`config.mk`:
```
export PLATFORM = sky130hd
export DESIGN_NAME = tick_scheduler_flat
export DESIGN_NICKNAME = d
export VERILOG_FILES = /design/src/rtl/tick_scheduler_if.sv /design/src/rtl/tick_scheduler.sv /design/src/flat_wrapper.sv
export SDC_FILE = /design/constraint.sdc
export NUM_CORES = 1
export LEC_CHECK = 0
export CAP_MARGIN = 10
export CORE_MARGIN = 4
export CORE_UTILIZATION = 48
export CTS_CLUSTER_SIZE = 30
export DETAILED_ROUTE_END_ITERATION = 8
export GPL_TIMING_DRIVEN = 0
export PLACE_DENSITY = 0.74
export RECOVER_POWER = 50
export SYNTH_ARGS = -nofsm -noshare
export SYNTH_HDL_FRONTEND = slang
export SYNTH_SLANG_ARGS = --single-unit
```
`constraint.sdc`:
```
create_clock -name clk -period 2.15 [get_ports clk]
set_input_delay 0.43 -clock clk [delete_from_list [all_inputs] [get_ports clk]]
set_output_delay 0.43 -clock clk [all_outputs]
set_load 0.01 [all_outputs]
```
`src/rtl/tick_scheduler_if.sv`:
```
// tick_scheduler_if: control/status bundle between the game logic and the
// tick scheduler.
//   master : game-side driver (drives i_* stimulus, observes o_* status)
//   slave  : tick_scheduler (consumes i_*, produces o_*)
// Signals:
//   i_frame   1-cycle pulse per video frame
//   i_start   level, starts the game from IDLE
//   i_pause   button level, each rising edge toggles RUN/PAUSE
//   i_boost   level, fast mode (only honoured with SCHED_BOOST_EN)
//   i_ready   apple logic can accept a tick
//   i_busy    snake segment scan in progress
//   i_eat     1-cycle pulse, apple eaten
//   i_failure 1-cycle pulse, collision
//   i_success 1-cycle pulse, board full
//   o_tick    1-cycle game-tick pulse
//   o_state   IDLE=0 RUN=1 PAUSE=2 OVER=3 WIN=4
//   o_level   current speed level
//   o_missed  saturating count of overrun periods
interface tick_scheduler_if;
  logic       i_frame;
  logic       i_start;
  logic       i_pause;
  logic       i_boost;
  logic       i_ready;
  logic       i_busy;
  logic       i_eat;
  logic       i_failure;
  logic       i_success;
  logic       o_tick;
  logic [2:0] o_state;
  logic [3:0] o_level;
  logic [3:0] o_missed;

  modport master (
    output i_frame, i_start, i_pause, i_boost, i_ready, i_busy,
           i_eat, i_failure, i_success,
    input  o_tick, o_state, o_level, o_missed
  );

  modport slave (
    input  i_frame, i_start, i_pause, i_boost, i_ready, i_busy,
           i_eat, i_failure, i_success,
    output o_tick, o_state, o_level, o_missed
  );
endinterface

```
`src/rtl/tick_scheduler.sv`:
```
// tick_scheduler: game-tick pacing for the snake datapath.
// Counts video frames and emits one o_tick per period, holding the tick
// back while the apple logic is not ready or a segment scan is running.
// The period shrinks as apples are eaten (level), and the block tracks
// the IDLE/RUN/PAUSE/OVER/WIN game state.
// Ports:
//   clk  system clock
//   rst  synchronous active-high reset
//   bus  tick_scheduler_if.slave (frame/start/pause/boost/ready/busy/eat/
//        failure/success in; tick/state/level/missed out)
// Optional feature: define SCHED_BOOST_EN to halve the period while
// i_boost=1 (floored at 1). Without it i_boost is ignored.
module tick_scheduler #(
  parameter int BASE_PERIOD      = 30,
  parameter int MIN_PERIOD       = 6,
  parameter int STEP             = 2,
  parameter int APPLES_PER_LEVEL = 4,
  parameter int MAX_LEVEL        = 12
) (
  input  logic              clk,
  input  logic              rst,
  tick_scheduler_if.slave   bus
);

  typedef enum logic [2:0] {
    S_IDLE  = 3'd0,
    S_RUN   = 3'd1,
    S_PAUSE = 3'd2,
    S_OVER  = 3'd3,
    S_WIN   = 3'd4
  } state_t;

  state_t     r_state, w_next;
  logic       r_pause_q;
  logic       r_tick;
  logic       r_pending;
  logic [7:0] r_frame_cnt;
  logic [7:0] r_eat_cnt;
  logic [3:0] r_level;
  logic [3:0] r_missed;

  // ---------------- period ----------------
  logic [7:0] w_dec, w_sub, w_period, w_period_eff;

  assign w_dec    = 8'(r_level) * 8'(STEP);
  // Clamp the subtraction at 0 before applying the floor so a large
  // level can never wrap around to a huge period.
  assign w_sub    = (w_dec >= 8'(BASE_PERIOD)) ? 8'd0 : 8'(BASE_PERIOD) - w_dec;
  assign w_period = (w_sub < 8'(MIN_PERIOD)) ? 8'(MIN_PERIOD) : w_sub;

`ifdef SCHED_BOOST_EN
  logic [7:0] w_half;
  assign w_half       = w_period >> 1;
  assign w_period_eff = bus.i_boost ? ((w_half == 8'd0) ? 8'd1 : w_half) : w_period;
`else
  logic w_unused_boost;
  assign w_unused_boost = bus.i_boost;
  assign w_period_eff   = w_period;
`endif

  // ---------------- FSM next state ----------------
  logic w_pedge;
  assign w_pedge = bus.i_pause & ~r_pause_q;

  always_comb begin
    w_next = r_state;
    unique case (r_state)
      S_IDLE:  if (bus.i_start) w_next = S_RUN;
      S_RUN: begin
        if      (bus.i_failure) w_next = S_OVER;
        else if (bus.i_success) w_next = S_WIN;
        else if (w_pedge)       w_next = S_PAUSE;
      end
      S_PAUSE: begin
        if      (bus.i_failure) w_next = S_OVER;
        else if (bus.i_success) w_next = S_WIN;
        else if (w_pedge)       w_next = S_RUN;
      end
      S_OVER:  w_next = S_OVER;
      S_WIN:   w_next = S_WIN;
      default: w_next = S_IDLE;
    endcase
  end

  // Pacing only runs while we are in RUN and stay there this cycle; a
  // cycle that leaves RUN neither counts, fires, nor keeps a pending tick.
  logic w_run, w_expire, w_fire;
  assign w_run    = (r_state == S_RUN) && (w_next == S_RUN);
  assign w_expire = w_run && bus.i_frame && ((r_frame_cnt + 8'd1) >= w_period_eff);
  assign w_fire   = w_run && r_pending && bus.i_ready && !bus.i_busy;

  // ---------------- state registers ----------------
  always_ff @(posedge clk) begin
    if (rst) begin
      r_state     <= S_IDLE;
      r_pause_q   <= bus.i_pause;
      r_tick      <= 1'b0;
      r_pending   <= 1'b0;
      r_frame_cnt <= 8'd0;
      r_eat_cnt   <= 8'd0;
      r_level     <= 4'd0;
      r_missed    <= 4'd0;
    end else begin
      r_state   <= w_next;
      r_pause_q <= bus.i_pause;
      r_tick    <= w_fire;

      if (r_state == S_IDLE)
        r_frame_cnt <= 8'd0;
      else if (w_run && bus.i_frame)
        r_frame_cnt <= w_expire ? 8'd0 : r_frame_cnt + 8'd1;

      // Expiry wins over a same-cycle fire: the fired tick goes out and
      // the new period's tick is already pending.
      if (!w_run)        r_pending <= 1'b0;
      else if (w_expire) r_pending <= 1'b1;
      else if (w_fire)   r_pending <= 1'b0;

      if (w_expire && r_pending && (r_missed != 4'hF))
        r_missed <= r_missed + 4'd1;

      if ((r_state == S_RUN) && bus.i_eat) begin
        if (r_eat_cnt == 8'(APPLES_PER_LEVEL - 1)) begin
          r_eat_cnt <= 8'd0;
          if (r_level < 4'(MAX_LEVEL)) r_level <= r_level + 4'd1;
        end else begin
          r_eat_cnt <= r_eat_cnt + 8'd1;
        end
      end
    end
  end

  assign bus.o_tick   = r_tick;
  assign bus.o_state  = r_state;
  assign bus.o_level  = r_level;
  assign bus.o_missed = r_missed;

endmodule

```
`src/flat_wrapper.sv`:
```
// flat-port wrapper written by rule: the top's interface ports become plain ports
module tick_scheduler_flat 
#(
  parameter int BASE_PERIOD      = 30,
  parameter int MIN_PERIOD       = 6,
  parameter int STEP             = 2,
  parameter int APPLES_PER_LEVEL = 4,
  parameter int MAX_LEVEL        = 12
)
  (clk, rst, bus_i_frame, bus_i_start, bus_i_pause, bus_i_boost, bus_i_ready, bus_i_busy, bus_i_eat, bus_i_failure, bus_i_success, bus_o_tick, bus_o_state, bus_o_level, bus_o_missed);
  tick_scheduler_if bus_i ();
  input  logic clk;
  input  logic rst;
  input wire logic [$bits(bus_i.i_frame)-1:0] bus_i_frame;
  input wire logic [$bits(bus_i.i_start)-1:0] bus_i_start;
  input wire logic [$bits(bus_i.i_pause)-1:0] bus_i_pause;
  input wire logic [$bits(bus_i.i_boost)-1:0] bus_i_boost;
  input wire logic [$bits(bus_i.i_ready)-1:0] bus_i_ready;
  input wire logic [$bits(bus_i.i_busy)-1:0] bus_i_busy;
  input wire logic [$bits(bus_i.i_eat)-1:0] bus_i_eat;
  input wire logic [$bits(bus_i.i_failure)-1:0] bus_i_failure;
  input wire logic [$bits(bus_i.i_success)-1:0] bus_i_success;
  output wire logic [$bits(bus_i.o_tick)-1:0] bus_o_tick;
  output wire logic [$bits(bus_i.o_state)-1:0] bus_o_state;
  output wire logic [$bits(bus_i.o_level)-1:0] bus_o_level;
  output wire logic [$bits(bus_i.o_missed)-1:0] bus_o_missed;
  assign bus_i.i_frame = bus_i_frame;
  assign bus_i.i_start = bus_i_start;
  assign bus_i.i_pause = bus_i_pause;
  assign bus_i.i_boost = bus_i_boost;
  assign bus_i.i_ready = bus_i_ready;
  assign bus_i.i_busy = bus_i_busy;
  assign bus_i.i_eat = bus_i_eat;
  assign bus_i.i_failure = bus_i_failure;
  assign bus_i.i_success = bus_i_success;
  assign bus_o_tick = bus_i.o_tick;
  assign bus_o_state = bus_i.o_state;
  assign bus_o_level = bus_i.o_level;
  assign bus_o_missed = bus_i.o_missed;
  tick_scheduler #(.BASE_PERIOD(BASE_PERIOD), .MIN_PERIOD(MIN_PERIOD), .STEP(STEP), .APPLES_PER_LEVEL(APPLES_PER_LEVEL), .MAX_LEVEL(MAX_LEVEL)) u_core (.clk(clk), .rst(rst), .bus(bus_i));
endmodule
```
# Yosys cells after proc, flatten, opt, wreduce, memory -nomap -nowiden
# Cells that the tools add are included.
# Widths: inputs -> output; s select.
# classes
addsub,5
order_cmp,4
n_eq_ne,7
n_mux,14
bitwise_logic,3
n_reduce_logical,15
# ops
cell,count
$mux 8,4
$mux 3,7
$add 8x1->8 const B,2
$pmux 3 s5,1
$logic_and 1x1->1,9
$add 4x1->4 const B,2
$eq 8x2->1 const B,1
$ge 8x8->1,1
$lt 8x3->1 const B,1
$eq 3x1->1 const B,2
$eq 3x2->1 const B,2
$sub 5x5->6 const A,1
$ge 5x5->1 const B,1
$lt 4x4->1 const B,1
$ne 4x4->1 const B,1
$reduce_or 2->1,2
$eq 3x3->1 const B,1
$logic_not 3->1,1
$reduce_and 3->1,1
$mux 1,2
$not 1->1,2
$reduce_bool 2->1,1
$and 1x1->1,1
$logic_not 1->1,1
# word_totals
reg_bits,30
input_bits,11

# Logic depth before layout (Yosys ltp)
# depth
depth_word,13
depth_mapped,10
ltp_nobuf,9

# Least setup slack after synthesis
# No wires, ideal clock.
# synth_path
path_type,reg-to-reg
start,register u_core.r_frame_cnt[0]
end,register u_core.r_frame_cnt[2]
setup_time_ps,70
arrival_ps,2166
t_required_ps,2080
path_slack_ps,-86
stages_incl_launch_ff,10
path_buffers,0
synth_period_minus_slack_ps,2236
path_cell_list,dfxtp_1 > ha_1 > xor2_1 > ha_1 > nor2b_1 > o211ai_1 > nand3b_1 > a211o_1 > or4_1 > a21oi_1
# synth_via
elab_chain_cells,4
# synth_rtl
item,line,source
start: declaration,tick_scheduler.sv:37,logic [7:0] r_frame_cnt;
start signal: assignment,tick_scheduler.sv:111,r_frame_cnt <= w_expire ? 8'd0 : r_frame_cnt + 8'd1;
$add 8x1->8 *,"tick_scheduler.sv:89, tick_scheduler.sv:111",
$ge 8x8->1,tick_scheduler.sv:89,assign w_expire = w_run && bus.i_frame && ((r_frame_cnt + 8'd1) >= w_period_eff);
$logic_and 1x1->1,tick_scheduler.sv:89,
$mux 8 *,tick_scheduler.sv:111,
# Mark *: on every way between the ends. The rest lies on a longest branch, timed or not.
# A chain may end at the register's enable or synchronous reset.

# Worst setup path after layout
# layout_path
start,register u_core.r_frame_cnt[1]
end,register u_core.r_frame_cnt[2]
# The elaborated chain is that of the path after synthesis.

==> results by group <==
Run status
  – Status: complete, but fails checks
  – Failing checks: setup timing

Drt
  – First-pass DRT Iterations: 4
  – Via-to-Cell Ratio: roughly 5.5
  – Antenna-violating nets left: 0
  – Drt wl/cell: 13.9 µm
  – Via count: around 1500
  – Initial DRC count: 37
  – Drt total wl: 3670 µm
  – DRC viols: 0

Critical path
  – Worst r2r src: u_core.r_frame_cnt[1]
  – CP cell instances: ha_4 -> xor2_1 -> ha_1 -> nor2b_4 -> o211ai_1 -> nand3b_1 -> a211o_1 -> or4_1 -> a21oi_1
  – Critical Path End Type: flop
  – Crit path launch type: flop
  – Worst path max stage delay: 0.41 ns
  – Arr. time, crit path: approximately 2.6 ns
  – R2R Setup Slk: -0.19 ns
  – Largest fanout on the critical path: 4
  – WS Path Type: reg2reg
  – R2r worst-path depth: 9
  – Required time of the critical path: 2.41 ns
  – RR Endpoint: u_core.r_frame_cnt[2]
  – Slowest cell on crit path: or4_1

Clocking
  – Worst-path clk slew: 0.09 ns
  – TritonCTS clock tree: built
  – Clk buf depth: 2
  – Clock H-tree levels: 2
  – Root Driver: clkbuf_4
  – Worst-Skew Late Latency: 0.33 ns
  – # hold bufs at CTS: 0
  – Number of buffers created by CTS: 5
  – TritonCTS Sinks: 30

STA
  – Final Hold Viols: 0
  – Final Setup Violations: 9
  – Fin crit period: 2.34 ns
  – RSZ-0062 raised after global routing: yes
  – Final period util: 109%
  – Setup WS post-layout: -0.191 ns
  – Rel. slew slack: ~64%
  – Fmax: 427 MHz
  – Final Slew Violations: 0
  – Slew @ Worst Pin: 0.540 ns
  – Clk_skew: between 0.005 and 0.006 ns
  – WHS: 0.496 ns

Finish
  – Final nets: 239
  – Fillers: 270
  – Core Util, Final: 64.9%
  – N_diodes: 0
  – Post-Layout Cell Count: roughly 260
  – Area grow syn2layout: 25.8%
  – Share of post-route cells with drive strength above 1: 16.9%

Synth
  – Adder-cell share of the synthesized area: roughly 6.8%
  – Simple-gate share of the synthesized area: 31.4%
  – Sequential fraction of the synthesis area: a little under two fifths
  – Xor/xnor cell area share of the yosys netlist: under 10%
  – Syn avg cell area: 8.68 µm²
  – Main synth FF type: dfxtp_1
  – Netlist cell types: 48
  – Mux share of post-synthesis cell area: less than 1%
  – Yosys reg bits: 30
  – Post-synth ARST share: 0%
  – Post-Syn Area: 1610 µm²
  – Mapped Cells: 186
  – Synthesized net count: slightly above 200
  – Complex-gate fraction of the synthesized area: around 14%
  – Synth Warn #: 0
  – Post-synth EDFFs: 0
  – Combinational family with the most area after synthesis: simple AND/OR/NAND/NOR gates

Global routing
  – GRT Total Usage: 18.9%
  – Number of global-route vias before repair: 1521
  – Largest net degree at the start of global routing: 11
  – First-pass GRT wire length: 6350 µm
  – Total gr overflow: 0
  – Initial antenna violation count: 0

Floorplan
  – Die width: 66.0 µm
  – Row count: 20
  – Core ar.: between 3000 and 4000 µm²
  – Die Y: about 66 µm
  – I/O pin cnt: 23
  – Initial Util: 51.6%
  – Die area: 4350 µm²

Pwr
  – Pwr Density: 509 nW/µm²
  – Pleak: 0.000820 µW
  – Maximum VDD drop: 0.426 mV
  – Tot Pwr: just over 1000 µW

Placed design
  – DP HPWL: around 2700 µm
  – Post-placement cell count: 251
  – Port Buf Inserts: 21
  – Routability cong.: 0.810
  – Pre-CTS WS: -0.262 ns

Min path
  – Worst hold path class: reg2reg
  – Hold path depth: 2
  – Hold Crit Start: u_core.r_eat_cnt[1]
  – Worst Hold Path EP: u_core.r_eat_cnt[1]

Flow run
  – Max cap viols: 0
[metrics by stage]
step / cell area (µm²) / TNS (ns)
CTS: 2010 / -0.965
global placement: 1900 / -1.10
finish: 2030 / -1.16
detailed placement: 1900 / -2.16
global route: 2030 / -3.04
floorplan: 1640 / 0
[area by class of cell]
class	instances	area, µm²	share of cell area (%)
flip-flops and latches	30	612	30.1
multi-input cells	145	1010	49.7
plain buffers	7	32.5	1.60
clock buffers	6	51.3	2.53
inverters	4	15.0	0.739
well taps	44	55.1	2.71
repair buffers	27	255	12.6
[worst max path at each step]
stage,startpoint,to,slack [ns]
3_5_place_dp,u_core.r_frame_cnt[2],u_core.bus.o_missed[0],-0.26
2_1_floorplan,u_core.r_frame_cnt[0],u_core.r_frame_cnt[2],0.0005
3_3_place_gp,bus_i_pause,u_core.bus.o_tick,-0.17
6_report,u_core.r_frame_cnt[1],u_core.r_frame_cnt[2],-0.19
5_1_grt,u_core.r_frame_cnt[1],u_core.r_frame_cnt[2],-0.31
4_1_cts,u_core.r_frame_cnt[1],u_core.bus.o_missed[0],-0.16
[critical path, delay by kind of cell, from the launching register on]
| kind | cells | cell delay [ns] |
|---|---|---|
| AND/OR/NAND/NOR | 3 | 0.67 |
| XOR/XNOR | 1 | 0.14 |
| AO/OA/AOI/OAI | 3 | 0.60 |
| adder cells (fa/ha/maj) | 2 | 0.49 |
| flip-flops | 1 | 0.37 |
[Yosys cell counts (2+ instances only)]
| library cell | instances | share of area, % |
|---|---|---|
| nand3b_1 | 2 | 0.93 |
| nor2b_1 | 3 | 1.2 |
| dfxtp_1 | 30 | 37 |
| nand2b_1 | 4 | 1.6 |
| nand3_1 | 7 | 2.2 |
| or3_1 | 2 | 0.78 |
| nand2_1 | 18 | 4.2 |
| o211ai_1 | 2 | 0.93 |
| clkbuf_1 | 4 | 0.93 |
| ha_1 | 8 | 6.2 |
| a21oi_1 | 11 | 3.4 |
| xor2_1 | 8 | 4.3 |
| or2_2 | 2 | 0.78 |
| inv_1 | 4 | 0.93 |
| and3_1 | 4 | 1.6 |
| or4_1 | 2 | 0.93 |
| buf_2 | 3 | 0.93 |
| nor2_1 | 26 | 6.0 |
| and2_1 | 4 | 1.6 |
| a41oi_1 | 3 | 1.6 |
| nor3_1 | 6 | 1.9 |
| xnor2_1 | 5 | 2.7 |
| a211oi_1 | 3 | 1.4 |
[repair_timing]
item                       4_1_cts  5_1_grt
pin swaps                        1        2
buffers inserted                 6        2
setup endpoints to repair        9       15
resized for setup                5        6
[power by group]
part | internal (µW) | switching [µW]
combinational | 63.3 | 64.0
clock | 147 | 184
sequential | 563 | 12.1
total | 773 | 260
[state kept, by name (all words and copies together), names as in the netlist]
| signal | count |
|---|---|
| u_core.r_pause_q | 1 |
| u_core.bus.o_missed | 4 |
| u_core.bus.o_level | 4 |
| u_core.r_pending | 1 |
| u_core.r_eat_cnt | 8 |
| u_core.bus.o_tick | 1 |
| u_core.bus.o_state | 3 |
| u_core.r_frame_cnt | 8 |
[cells by family after synthesis]
| group | Yosys count |
|---|---|
| buffers and inverters | 11 |
| multiplexers | 1 |
| flip-flops | 30 |
| adder cells (fa/ha/maj) | 9 |
| AND/OR/NAND/NOR | 91 |
| XOR/XNOR | 13 |
| AO/OA/AOI/OAI | 31 |
[layer usage]
| metal | vias to the layer above | global-route usage [%] | wire (µm) |
|---|---|---|---|
| met5 | - | 0 | 0 |
| met4 | 0 | 7.87 | 75 |
| met3 | 9 | 5.95 | 140 |
| met2 | 36 | 35.5 | 1880 |
| met1 | 686 | 18.9 | 1570 |
| li1 | 728 | - | - |
[cell usage in the layout, fill, tap and decap left out, types with 3 or more instances in the layout]
cell type and instances:
nor2_1 26, dfxtp_1 25, nand2_1 17, dlygate4sd3_1 13
a21oi_1 11, xor2_1 8, clkdlybuf4s50_1 8, buf_4 7
ha_1 7, nand3_1 6, nor3_1 6, xnor2_1 5
clkbuf_4 5, clkbuf_1 4, inv_1 4, and2_1 4
nand2b_1 4, and3_1 4, dfxtp_2 3
Power figures use the tool's default switching activity.
